<file path="src/rtl/divider_pkg.sv">
// cpu_defs: shared divider definitions (state encoding, default width, counter width)
package cpu_defs;
  localparam int DATA_W_DEF = 32;
  function automatic int cnt_w(input int w);
    return $clog2(w);
  endfunction
  localparam int CNT_W = cnt_w(DATA_W_DEF);
  typedef enum logic [1:0] {DIV_IDLE, DIV_CALC, DIV_SIGN, DIV_DONE} div_state_t;
endpackage

</file>
<file path="src/rtl/divider_step.sv">
// div_step: one combinational restoring-division step
//   rem, quo, divisor : current partial remainder, quotient/dividend shift reg, divisor magnitude
//   rem_n, quo_n      : values after shifting {rem, quo} left and trying the subtraction
module div_step #(parameter int W = 32) (
  input  logic [W-1:0] rem,
  input  logic [W-1:0] quo,
  input  logic [W-1:0] divisor,
  output logic [W-1:0] rem_n,
  output logic [W-1:0] quo_n
);
  logic [W:0] sh, trial;
  // trial[W] set means the shifted remainder is below the divisor, so restore
  always_comb begin
    sh = {rem, quo[W-1]};
    trial = sh - {1'b0, divisor};
    rem_n = trial[W] ? sh[W-1:0] : trial[W-1:0];
    quo_n = {quo[W-2:0], !trial[W]};
  end
endmodule

</file>
<file path="src/rtl/divider.sv">
// divider: multicycle signed restoring divider with start/end handshake
//   clk, reset (async, active-low)
//   a_in, b_in      : dividend / divisor, sampled on the start edge
//   div_control     : start request, honoured only in IDLE
//   div_unsigned    : DIVU select, present only with DIV_UNSIGNED_EN defined
//   hi_out, lo_out  : remainder / quotient, registered and held
//   div_end         : one-cycle completion pulse; div_zero flags a zero divisor
module divider
  import cpu_defs::*;
#(parameter int DATA_W = DATA_W_DEF) (
  input  logic              clk,
  input  logic              reset,
  input  logic [DATA_W-1:0] a_in,
  input  logic [DATA_W-1:0] b_in,
  input  logic              div_control,
`ifdef DIV_UNSIGNED_EN
  input  logic              div_unsigned,
`endif
  output logic [DATA_W-1:0] hi_out,
  output logic [DATA_W-1:0] lo_out,
  output logic              div_end,
  output logic              div_zero
);
  localparam int CW = cnt_w(DATA_W);
  div_state_t state, state_n;
  logic [DATA_W-1:0] rem, quo, dvs, rem_n, quo_n;
  logic [CW-1:0] cnt;
  logic neg_q, neg_r, uns, zero, a_neg, b_neg, load, dz, step, fin;
`ifdef DIV_UNSIGNED_EN
  assign uns = div_unsigned;
`else
  assign uns = 1'b0;
`endif
  assign zero = b_in == '0;
  assign a_neg = !uns && a_in[DATA_W-1];
  assign b_neg = !uns && b_in[DATA_W-1];
  always_ff @(posedge clk or negedge reset)
    if (!reset) state <= DIV_IDLE;
    else state <= state_n;
  always_comb
    state_n = state == DIV_IDLE ? (div_control ? (zero ? DIV_DONE : DIV_CALC) : DIV_IDLE) :
              state == DIV_CALC ? (cnt == '0 ? DIV_SIGN : DIV_CALC) :
              state == DIV_SIGN ? DIV_DONE : DIV_IDLE;
  always_comb begin
    load = state == DIV_IDLE && div_control && !zero;
    dz = state == DIV_IDLE && div_control && zero;
    step = state == DIV_CALC;
    fin = state == DIV_SIGN;
  end
  div_step #(.W(DATA_W)) u_step (
    .rem(rem),
    .quo(quo),
    .divisor(dvs),
    .rem_n(rem_n),
    .quo_n(quo_n)
  );
  // magnitudes are unsigned, so 0x80000000 negates to itself and still divides correctly
  always_ff @(posedge clk or negedge reset)
    if (!reset) begin
      rem <= '0;
      quo <= '0;
      dvs <= '0;
      cnt <= '0;
      neg_q <= 1'b0;
      neg_r <= 1'b0;
      hi_out <= '0;
      lo_out <= '0;
      div_end <= 1'b0;
      div_zero <= 1'b0;
    end else begin
      if (load) begin
        rem <= '0;
        quo <= a_neg ? -a_in : a_in;
        dvs <= b_neg ? -b_in : b_in;
        neg_q <= a_neg ^ b_neg;
        neg_r <= a_neg;
        cnt <= CW'(DATA_W - 1);
      end
      if (step) begin
        rem <= rem_n;
        quo <= quo_n;
        cnt <= cnt == '0 ? cnt : cnt - CW'(1);
      end
      if (fin) begin
        lo_out <= neg_q ? -quo : quo;
        hi_out <= neg_r ? -rem : rem;
      end
      div_end <= fin || dz;
      div_zero <= dz;
    end
endmodule
</file>
<file path="config.mk">
export PLATFORM = sky130hd
export DESIGN_NAME = divider
export DESIGN_NICKNAME = d
export VERILOG_FILES = /design/src/rtl/divider_pkg.sv /design/src/rtl/divider_step.sv /design/src/rtl/divider.sv
export SDC_FILE = /design/constraint.sdc
export NUM_CORES = 1
export LEC_CHECK = 0
export CAP_MARGIN = 30
export CORE_UTILIZATION = 51
export CTS_BUF_LIST = sky130_fd_sc_hd__clkbuf_16
export CTS_CLUSTER_SIZE = 20
export DETAILED_ROUTE_END_ITERATION = 16
export PLACE_DENSITY = 0.77
export SYNTH_ARGS = -nofsm -noshare
export SYNTH_HDL_FRONTEND = slang
export SYNTH_SLANG_ARGS = --single-unit
</file>
<file path="constraint.sdc">
create_clock -name clk -period 3.35 [get_ports clk]
set_clock_uncertainty 0.2 [all_clocks]
set_input_delay 0.335 -clock clk [delete_from_list [all_inputs] [get_ports clk]]
set_output_delay 0.335 -clock clk [all_outputs]
set_load 0.01 [all_outputs]
</file>
Yosys cells after proc, flatten, opt, wreduce, memory -nomap -nowiden
Index checks and enable logic that the tools add are counted.
{"block": "word_totals", "reg_bits": 171, "out_inout_bits": 66}
{"block": "classes", "reduce_logical": 11, "muxes": 18, "n_eq_ne": 3, "bitwise": 1, "n_addsub": 6}
{"cell": "$mux W32", "count": 9}
{"cell": "$neg A32 Y32", "count": 4}
{"cell": "$sub A33 B32 Y33", "count": 1}
{"cell": "$logic_not A32 Y1", "count": 1}
{"cell": "$mux W5", "count": 3}
{"cell": "$mux W2", "count": 6}
{"cell": "$logic_not A5 Y1", "count": 1}
{"cell": "$sub A5 B1 Y5 const B", "count": 1}
{"cell": "$logic_and A1 B1 Y1", "count": 3}
{"cell": "$eq A2 B1 Y1 const B", "count": 1}
{"cell": "$eq A2 B2 Y1 const B", "count": 1}
{"cell": "$logic_not A1 Y1", "count": 2}
{"cell": "$logic_not A2 Y1", "count": 1}
{"cell": "$ne A2 B2 Y1 const B", "count": 1}
{"cell": "$reduce_and A2 Y1", "count": 1}
{"cell": "$reduce_bool A2 Y1", "count": 1}
{"cell": "$logic_or A1 B1 Y1", "count": 1}
{"cell": "$xor A1 B1 Y1", "count": 1}

Depth between registers and ports, before layout
{"block": "logic_depth", "word_depth": 5, "mapped_depth": 14, "mapped_depth_nobuf": 12}

By module
From an unflattened synthesis, not the netlist that was laid out.
{"block": "unflattened", "hier_cells": 1365, "area_unflattened_um2": 11820.1}
{"mod": "divider", "area_each_um2": 9270.1, "seq_area_each_um2": 4279.1, "instances": 1, "cells_per_inst": 1025}
{"mod": "div_step", "area_each_um2": 2549.9, "seq_area_each_um2": 0.0, "instances": 1, "cells_per_inst": 340}

Worst setup path after synthesis
No wires, ideal clock.
{"block": "synth_path", "kind": "flip-flop to flip-flop", "startpoint": "register quo[31]", "endpoint": "register rem[14]", "period_less_slack_ns": 3.714, "stages_incl_launch_ff": 15, "required_time_ns": 3.017, "n_path_buf": 2, "t_arrival_ns": 3.381, "slack_ns": -0.364, "path_cell_list": "dfrtp_1 > inv_1 > ha_1 > fa_1 > nand2b_1 > a21oi_1 > o41a_1 > a211o_1 > a2111o_1 > a311oi_1 > or3_1 > buf_2 > buf_2 > mux2i_1 > o21ai_0"}
{"block": "synth_between", "elab_chain_cells": 3}
{"element": "start, declared", "line_no": "divider.sv:26", "source": "logic [DATA_W-1:0] rem, quo, dvs, rem_n, quo_n;"}
{"element": "start signal, assigned", "line_no": "divider.sv:73", "source": "quo <= a_neg ? -a_in : a_in;"}
{"element": "start signal, assigned", "line_no": "divider.sv:81", "source": "quo <= quo_n;"}
{"element": "$sub A33 B32 Y33", "line_no": "divider_step.sv:15", "source": "trial = sh - {1'b0, divisor};"}
{"element": "$mux W32", "line_no": "divider_step.sv:16", "source": "rem_n = trial[W] ? sh[W-1:0] : trial[W-1:0];"}
{"element": "$mux W32", "line_no": "divider.sv:79", "source": "if (step) begin"}
{"element": "end signal, assigned", "line_no": "divider.sv:80", "source": "rem <= rem_n;"}
{"element": "end, declared", "line_no": "divider.sv:26"}
Every way passes these cells.
A chain may end at the register's enable or synchronous reset.

Worst setup path in the final report
{"block": "layout_path", "startpoint": "register quo[31]", "endpoint": "register rem[0]"}
{"block": "layout_between", "elab_chain_cells": 3}
{"element": "$sub A33 B32 Y33", "line_no": "divider_step.sv:15"}
{"element": "$mux W32 (*)", "line_no": "divider_step.sv:16"}
{"element": "$mux W32 (*)", "line_no": "divider.sv:79"}
Every way passes the cells marked *; elsewhere a longest branch is shown, timed or not.

==> impl_metrics.toml <==
[routing]
first_pass_iters = 6
wl_met3_um = 1720
dr.first_iter.drc_count = 843
post-route-drc-count = 0
m1WireLength_um = 13800
dr_total_vias = 10105
ant_nets = 0
vias_per_cell = 5.75
wl_per_cell_um = 17.4
wl_met2_um = 14400
drt_wl_total_um = 30600
highest_layer = "met4"

[cells_and_area]
diodes = 0
drive_gt1_share_pct = 19.2
layout.nets = 1579
fillCellCount = 1526
seq_area_sq_um = 4280
final_area_sq_um = 14700
multi_input_area_sq_um = 6410
areaGrowthSynthToFinish_pct = 37.2

[clock_tree]
root_buffer = "clkbuf_16"
cts_max_level = 4
cts_tree = "done"
clk_latency_ps = 440
clkSinkCount = 171
cts_buffers = 17
cts.path.max_buffers = 2
cts.reportedPaths.clkPinSlew_ps = 60

[grt]
grt_pass1_wl_um = 49000
grt_max_degree = 76
gr-total-overflow = 0
antenna_found_initial = 0
grt_pass1_vias = 9561
grt_usage_pct = 28.5

[sta]
fin_crit_sh_pct = 108
setup_viol = 44
hold_ws_ps = 205
rsz0062_at_grt = "true"
finalHoldViolCount = 0
slew_headroom_pct = 34.4
fmax_mhz = 276
setup_ws_ps = -272
worst_pin_slew_ps = 980
slew_viol_final = 0
finalCriticalPeriod_ps = 3620

[floorplan]
die_w_um = 147
core_sq_um = 20400
rows = 52
die_area_sq_um = 21600
die_y_um = 147
num_io_pins = 133
start_util_pct = 52.5

[synthesis]
yosysTopAreaCell = "dfrtp_1"
synth_top_flop_cell = "dfrtp_1"
syn_avg_cell_area_sq_um = 8.89
netlist_top_cells_area = "dfrtp_1 40%, o21ai_0 7.7%, xor2_1 7.4%, nand2_1 6.1%, xnor2_1 4.8%"
synth_edf_count = 0
synth_cells = 1207
yosysWarnings = 0
syn_nets = 1313
syn-cell-area_sq_um = 10700
synth-async-reset-ratio_pct = 100
synth.most_common_cell = "nand2_1"
netlist_top_cells_count = "174 x nand2_1, 171 x dfrtp_1, 164 x o21ai_0, 91 x xor2_1, 70 x inv_1"
yosys_register_bits = 171
synth.top_cell.area_share_pct = 39.9
synth.distinct_cells = 63
seq_area_frac_synth_pct = 39.9

[placed_design]
port_buffers = 132
dp_hpwl_um = 21100
gp_congestion = 0.930
placed_cell_area_sq_um = 13500

[worst_setup_path]
arrival_ps = 3790
critPathSlowestCell = "a2111o_1"
cp-end-kind = "flop"
cp.required_ps = 3520
r2r-end = "rem[0]"
worst-path-max-fanout = 6
r2r_setup_slack_ps = -270
path_delay_family = "compound AO/OA/AOI/OAI gates"
r2r_cells = 13
crit_cells = 13
startpoint = "quo[31]"
slowest_delay_ps = 450
crit_chain = "inv_2, ha_4, fa_2, nand2b_4, a21oi_4, o41a_1, a211o_1, a2111o_1, a311oi_2, or3_4, buf_12, mux2i_1, a22o_1"
r2r-start = "quo[31]"
path_buf_inv = 2
critical_path_class = "reg -> reg"
critPathCapture = "rem[0]"
critPathLaunchType = "flop"

[pwr]
p_sw_mw = 6.90
seqPwrFrac_pct = 22.5
peakVddDrop_mv = 0.544
p_clk_share_pct = 12.6
p_int_mw = 9.03
switching_share_pct = 43.3
p_leak_nw = 6.57
comb_power_share_pct = 64.9
pwr_density_cell_nw_per_um2 = 1080
power_mw = 15.9

[outcome]
status = "finished, violations left"
violations = "setup timing"

[flow_run]
timing.max_cap.violations = 0

[worst_hold_path]
hp-start = "a_in[8]"
min_path_type = "in -> reg"
## cell usage in the layout, fill, tap and decap left out, types with 8 or more instances in the layout
| master | instances |
|---|---|
| nand2b_1 | 11 |
| o31ai_1 | 29 |
| clkbuf_16 | 17 |
| clkdlybuf4s50_1 | 128 |
| a21oi_1 | 35 |
| mux2i_1 | 21 |
| or4_4 | 10 |
| a21o_1 | 12 |
| ha_1 | 35 |
| xor2_1 | 91 |
| nor2_1 | 35 |
| inv_1 | 68 |
| nor2b_1 | 11 |
| o41ai_1 | 14 |
| nand3_1 | 20 |
| o21ai_1 | 24 |
| o211ai_1 | 11 |
| buf_4 | 157 |
| nand2_1 | 171 |
| a222oi_1 | 22 |
| or3_1 | 11 |
| or3_4 | 9 |
| xnor2_1 | 58 |
| nor4_1 | 8 |
| or4_1 | 13 |
| o21ai_0 | 138 |
| dfrtp_1 | 170 |
| nor3_1 | 9 |
## how the worst min path moves through the flow
stage / endpoint / slack, ps / cells past startpoint
6_report: quo[8] / 210 / 5
2_1_floorplan: cnt[0] / -160 / 0
3_5_place_dp: lo_out[7] / 220 / 1
3_3_place_gp: lo_out[8] / 230 / 1
4_1_cts: dvs[25] / 280 / 2
5_1_grt: quo[9] / 220 / 5
## power by group through the flow
stage	clock network [mW]	logic (mW)	registers (mW)
5_1_grt	2.11	11.2	3.67
2_1_floorplan	0	5.61	3.62
6_report	2.00	10.3	3.59
3_5_place_dp	0	8.73	3.63
3_3_place_gp	0	8.48	3.59
4_1_cts	2.03	9.64	3.63
## worst min-delay path: stages
cell	delay, ps
dlymetal6s2s_1	110
buf_4	120
xnor2_1	110
a222oi_1	80
inv_1	50
## state kept, by name (all words and copies together) (netlist names)
| register | flops |
|---|---|
| dvs | 32 |
| hi_out | 32 |
| lo_out | 32 |
| quo | 32 |
| rem | 32 |
| cnt | 5 |
| state | 2 |
| div_end | 1 |
| div_zero | 1 |
| neg_q | 1 |
| neg_r | 1 |
## metal layers
layer | vias up | global-route usage, %
met3 | 52 | 3.94
met1 | 4852 | 40.0
met2 | 350 | 45.2
met4 | 0 | 10.0
met5 | - | 0
li1 | 4851 | -
## cell type report
class / count / area share (%)
Sequential cell: 171 / 29.1
Clock buffer: 17 / 2.89
Timing Repair Buffer: 306 / 19.3
Tap cell: 270 / 2.29
Clock inverter: 15 / 1.13
Multi-Input combinational cell: 907 / 43.6
Inverter: 70 / 1.78
## through the flow
stage | setup slack, ps | setup TNS (ps) | utilization [%] | cells
after global routing | -353 | -11710 | 72.1 | 1756
after CTS | -219 | -5390 | 70.7 | 1748
final | -272 | -7520 | 72.1 | 1756
after floorplan | -158 | -1630 | - | 1207
after detailed placement | -387 | -26400 | 66.2 | 1707
after global placement | -435 | -20290 | 66.2 | 1707
## timing repair
action / in CTS / in global routing
pin swaps: 13 / 20
resized for setup: 48 / 39
setup endpoints to repair: 44 / 87
cloned: 5 / 0
endpoints found under the hold margin: 72 / 0
hold buffers: 1 / 0
buffers inserted: 5 / 8
## cell families after synthesis
family / Yosys count / share of synthesized area [%]
buffers and inverters: 130 / 4.61
flip-flops: 171 / 39.9
AND/OR/NAND/NOR: 348 / 15.7
multiplexers: 24 / 2.24
AO/OA/AOI/OAI: 345 / 20.7
adder cells (fa/ha/maj): 39 / 4.62
XOR/XNOR: 150 / 12.2
Note: power is estimated with default switching activity, not from simulation.
